==> config.mk <==
export PLATFORM = sky130hd
export DESIGN_NAME = fetch_stage
export DESIGN_NICKNAME = d
export VERILOG_FILES = /design/src/rtl/mips_pkg.sv /design/src/rtl/pc_next_mux.sv /design/src/rtl/fetch_stage.sv
export SDC_FILE = /design/constraint.sdc
export NUM_CORES = 1
export LEC_CHECK = 0
export ABC_AREA = 1
export ABC_CLOCK_PERIOD_IN_PS = 3700
export BUFFER_PORTS_ARGS = -buffer_cell sky130_fd_sc_hd__buf_2
export CORE_MARGIN = 2
export CORE_UTILIZATION = 42
export DETAILED_ROUTE_END_ITERATION = 8
export PLACE_DENSITY = 0.79
export SLEW_MARGIN = 20
export SYNTH_ARGS = -nofsm -noshare
export SYNTH_HDL_FRONTEND = slang
export SYNTH_SLANG_ARGS = --single-unit
==> constraint.sdc <==
create_clock -name clk -period 3.7 [get_ports clk]
set_input_delay 0.74 -clock clk [delete_from_list [all_inputs] [get_ports clk]]
set_output_delay 0.74 -clock clk [all_outputs]
set_load 0.02 [all_outputs]
==> src/rtl/mips_pkg.sv <==
// Shared MIPS pipeline definitions: reset vector, NOP encoding, next-PC select
// codes and the IF/ID register payload.
package mips_pkg;

  localparam int unsigned XLEN = 32;
  localparam int unsigned IMM_W = 16;
  localparam int unsigned JT_W = 26;

  localparam logic [XLEN-1:0] RESET_PC_DEFAULT = 32'h0000_0000;
  localparam logic [XLEN-1:0] NOP_INSTR = 32'h0000_0000;

  typedef enum logic [1:0] {
    SEL_SEQ = 2'd0,
    SEL_BR  = 2'd1,
    SEL_J   = 2'd2,
    SEL_JR  = 2'd3
  } pc_sel_e;

  typedef struct packed {
    logic [XLEN-1:0] instr;
    logic [XLEN-1:0] pc4;
    logic            valid;
  } if_id_t;

endpackage

==> src/rtl/pc_next_mux.sv <==
// Next-PC candidate generation and priority select (jr > j > branch > seq).
// Purely combinational; all outputs carry the _c suffix.
module pc_next_mux
  import mips_pkg::*;
(
  input  logic [XLEN-1:0]  pc,
  input  logic [XLEN-1:0]  if_id_pc4,
  input  logic             branch_taken,
  input  logic [IMM_W-1:0] branch_imm,
  input  logic             jump,
  input  logic [JT_W-1:0]  jump_target,
  input  logic             jump_reg,
  input  logic [XLEN-1:0]  jr_addr,
  output logic [XLEN-1:0]  seq_pc_c,
  output logic [XLEN-1:0]  next_pc_c,
  output logic             redirect_c,
  output pc_sel_e          sel_c
);

  logic [XLEN-1:0] br_pc;
  logic [XLEN-1:0] j_pc;
  logic [XLEN-1:0] jr_pc;

  // Candidate targets, all modulo 2^32
  always_comb begin
    seq_pc_c = pc + XLEN'(4);
    br_pc    = if_id_pc4 + {{(XLEN-IMM_W-2){branch_imm[IMM_W-1]}}, branch_imm, 2'b00};
    j_pc     = {if_id_pc4[XLEN-1:XLEN-4], jump_target, 2'b00};
    jr_pc    = jr_addr & ~XLEN'(3);
  end

  always_comb begin
    sel_c      = SEL_SEQ;
    next_pc_c  = seq_pc_c;
    redirect_c = 1'b0;
    if (jump_reg) begin
      sel_c      = SEL_JR;
      next_pc_c  = jr_pc;
      redirect_c = 1'b1;
    end else if (jump) begin
      sel_c      = SEL_J;
      next_pc_c  = j_pc;
      redirect_c = 1'b1;
    end else if (branch_taken) begin
      sel_c      = SEL_BR;
      next_pc_c  = br_pc;
      redirect_c = 1'b1;
    end
  end

endmodule

==> src/rtl/fetch_stage.sv <==
// MIPS instruction-fetch stage: PC register, IF/ID pipeline register, and
// stall / redirect-flush control around the next-PC mux.
module fetch_stage
  import mips_pkg::*;
#(
  parameter logic [31:0] RESET_PC   = RESET_PC_DEFAULT,
  parameter bit          DELAY_SLOT = 1'b0
) (
  input  logic             clk,
  input  logic             rst,
  output logic [XLEN-1:0]  pc,
  input  logic [XLEN-1:0]  instr_in,
  input  logic             stall,
  input  logic             branch_taken,
  input  logic [IMM_W-1:0] branch_imm,
  input  logic             jump,
  input  logic [JT_W-1:0]  jump_target,
  input  logic             jump_reg,
  input  logic [XLEN-1:0]  jr_addr,
  output logic [XLEN-1:0]  if_id_instr,
  output logic [XLEN-1:0]  if_id_pc4,
  output logic             if_id_valid
);

  localparam logic [XLEN-1:0] RESET_PC_ALIGNED = {RESET_PC[XLEN-1:2], 2'b00};
  localparam if_id_t BUBBLE = '{instr: NOP_INSTR, pc4: '0, valid: 1'b0};

  logic [XLEN-1:0] pc_q;
  if_id_t          if_id_q;
  logic [XLEN-1:0] seq_pc_c;
  logic [XLEN-1:0] next_pc_c;
  logic            redirect_c;
  pc_sel_e         sel_c;

  pc_next_mux u_pc_next_mux (
    .pc           (pc_q),
    .if_id_pc4    (if_id_q.pc4),
    .branch_taken (branch_taken),
    .branch_imm   (branch_imm),
    .jump         (jump),
    .jump_target  (jump_target),
    .jump_reg     (jump_reg),
    .jr_addr      (jr_addr),
    .seq_pc_c     (seq_pc_c),
    .next_pc_c    (next_pc_c),
    .redirect_c   (redirect_c),
    .sel_c        (sel_c)
  );

  // Stall freezes everything; a redirect squashes the shadow fetch unless it
  // is an architectural delay slot.
  always_ff @(posedge clk) begin
    if (rst) begin
      pc_q    <= RESET_PC_ALIGNED;
      if_id_q <= BUBBLE;
    end else if (!stall) begin
      pc_q <= next_pc_c;
      if (redirect_c && !DELAY_SLOT) begin
        if_id_q <= BUBBLE;
      end else begin
        if_id_q <= '{instr: instr_in, pc4: seq_pc_c, valid: 1'b1};
      end
    end
  end

  assign pc          = pc_q;
  assign if_id_instr = if_id_q.instr;
  assign if_id_pc4   = if_id_q.pc4;
  assign if_id_valid = if_id_q.valid;

  // Select code is only informative outside the mux.
  logic unused_sel;
  assign unused_sel = ^sel_c;

endmodule

==> results.sh <==
export IMPL_rsz0062_at_grt="no"
export IMPL_hpwl_mm=19.98
export IMPL_setup_slack_ps=1224
export IMPL_fmax_mhz=403.9
export IMPL_coreArea_um2=16640
export IMPL_worstPathCellList="buf_2 -> ha_1 -> fa_1 -> nand3_1 -> nand3_1 -> nand3_1 -> nand3_1 -> nand2_1 -> nand2_1 -> nand2_1 -> nand3_1 -> nand3_1 -> nand2_1 -> nand2_1 -> a21oi_1"
export IMPL_syn_inst=1206
export IMPL_finalClockSkew_ps=6.083
export IMPL_yosysSeqAreaShare_pct=27.05
export IMPL_place_gp_congestion=0.9542
export IMPL_die_x_um=134.7
export IMPL_endpoint_kind="flip-flop"
export IMPL_pre_cts_ws_ps=857.1
export IMPL_final_common_cell="nand2_1"
export IMPL_final_max_slew_viol_count=0
export IMPL_arrival_ps=2720
export IMPL_drive_above_1_share_pct=19.28
export IMPL_wire_per_inst_um=15.61
export IMPL_drtAntennaViolNets=0
export IMPL_path_class="input port to flip-flop"
export IMPL_hold_buffers=0
export IMPL_cts_tree="yes"
export IMPL_cts_resized=0
export IMPL_start_util_pct=43.14
export IMPL_post_cts_buffers=0
export IMPL_cp_max_fo=4
export IMPL_row_count=47
export IMPL_ir_drop_v=0.0002039
export IMPL_nets=1528
export IMPL_die_area_um2=18160
export IMPL_cp_required_ps=3950
export IMPL_synth_fp_nets=1349
export IMPL_synth_cell_types=41
export IMPL_ys_warn_count=0
export IMPL_synth_area_leader_cell="dfxtp_1"
export IMPL_antenna_found_initial=0
export IMPL_tightest_slew_ps=948.1
export IMPL_grt_use_total_pct=27.51
export IMPL_wirelength_mm=25.13
export IMPL_synth_top_cell_area_share_pct=27.05
export IMPL_htree_levels=3
export IMPL_drt_initial_drc_count=610
export IMPL_leakagePower_uw=0.004432
export IMPL_synth_area_leaders="dfxtp_1 27%, nand2_1 23%, a21oi_1 9.6%, inv_1 7.4%, ha_1 5.2%"
export IMPL_clock_sinks=97
export IMPL_cp_num_buf_inv=1
export IMPL_synth_edf_count=0
export IMPL_async_flop_share_pct=0
export IMPL_crit_slowest_cell="fa_1"
export IMPL_syn_avg_cell_area_um2=5.953
export IMPL_clock_path_buffers=2
export IMPL_io_buffers=206
export IMPL_wl_met3_mm=2.001
export IMPL_clkSlewWorstSetupHoldPaths_ps=80
export IMPL_io_pins=209
export IMPL_hold_worst_slack_ps=463.9
export IMPL_startpoint_type="input port"
export IMPL_wl_met2_mm=11.89
export IMPL_yosys_register_bits=97
export IMPL_status="finished clean"
export IMPL_maxCapViolCount=0
export IMPL_diodes=0
export IMPL_synth_ff_type="dfxtp_1"
export IMPL_timing_final_crit_share_pct=66.91
export IMPL_final_cell_mix="441 x nand2_1, 206 x buf_2, 141 x inv_1"
export IMPL_netlist_area_um2=7179
export IMPL_syn_to_final_growth_pct=20.41
export IMPL_met1_length_mm=10.86
export IMPL_gr_total_overflow=0
export IMPL_power_uw=2593
export IMPL_via_count=8310
export IMPL_die_h_um=134.7
export IMPL_slew_headroom_pct=36.72
export IMPL_cpMostUsedCell="nand3_1"
export IMPL_drc=0
export IMPL_viasPerCell=5.161
export IMPL_setup_viol=0
export IMPL_grt_pass1_vias=7724
export IMPL_grt_max_degree=65
export IMPL_setup_tns_ps=0
export IMPL_highest_layer="met4"
export IMPL_crit_family="simple AND/OR/NAND/NOR gates"
export IMPL_cts_root_buffer="clkbuf_16"
export IMPL_worstHoldPathType="flip-flop to flip-flop"
export IMPL_period_needed_ps=2476
export IMPL_clk_latency_ps=360
export IMPL_grt_pass1_wl_mm=39.11
export IMPL_crit_path_max_incr_delay_ps=430
export IMPL_firstDrtPassIters=6
export IMPL_powerDensity_nw_per_um2=299.9
export IMPL_numCtsBuffers=9
export IMPL_final_hold_viol_count=0
[cell type report]
cell class              count  area [µm²]
repair buffers            215        1099
clock inverters             7       77.57
fillers                  1745        7998
flip-flops and latches     97        1942
multi-input cells         919        4489
clock buffers               9       225.2
inverters                 143       536.8
well taps                 220       275.3
[cells by family (layout without fill, tap and decap cells)]
kind of cell | Yosys count | after routing | share of synthesized area [%]
AND/OR/NAND/NOR | 650 | 650 | 37.71
AO/OA/AOI/OAI | 212 | 212 | 16.07
buffers and inverters | 190 | 374 | 10.49
flip-flops | 97 | 97 | 27.05
adder cells (fa/ha/maj) | 31 | 31 | 5.507
XOR/XNOR | 26 | 26 | 3.172
[where the power goes]
group	switching [µW]	internal [µW]
Sequential	48.2	1080
Clock	488	483
Combinational	324	173
Total	860	1730
[synth_stat cells, drive strengths merged (3+ instances only)]
master	instances
ha	30
inv	143
nor2	92
nand4	7
o221ai	3
o21bai	4
o211ai	7
clkbuf	29
o21ai	44
nand2	445
dfxtp	97
xor2	18
nor3	13
buf	18
nand3b	4
a21oi	139
xnor2	8
a221oi	8
and2	3
or2	19
nand3	66
[through the flow]
step	instances	cell area [µm²]	utilization, %
global route	1610	8645	51.94
global placement	1594	8342	50.12
detailed placement	1594	8342	50.12
CTS	1610	8645	51.94
finish	1610	8645	51.94
floorplan	1206	7179	-
[path summary, 6_finish.rpt]
| check | start | slack [ps] | cells past startpoint | endpoint |
|---|---|---|---|---|
| worst max register to register | if_id_pc4[2] | 1380 | 14 | pc[22] |
| worst max-delay path | branch_imm[0] | 1220 | 15 | pc[22] |
| worst min-delay path | if_id_instr[29] | 460 | 2 | if_id_instr[29] |
| worst min register to register | if_id_instr[29] | 460 | 2 | if_id_instr[29] |
[metal layers]
layer | GRT usage [%] | vias up
met3 | 5.105 | 29
met1 | 36.39 | 3767
met4 | 6.023 | 0
met2 | 46.70 | 315
li1 | - | 4199
met5 | 0 | -
[registers in the layout, summed over array words and instances (netlist names)]
register,cells
if_id_valid,1
if_id_pc4,32
pc,32
if_id_instr,32
[tightest hold or removal path, stage by stage (launching register included)]
cell and delay (ps):
dfxtp_1 310, nand2_1 60, a21oi_1 50
(Power assumes the default switching activity.)
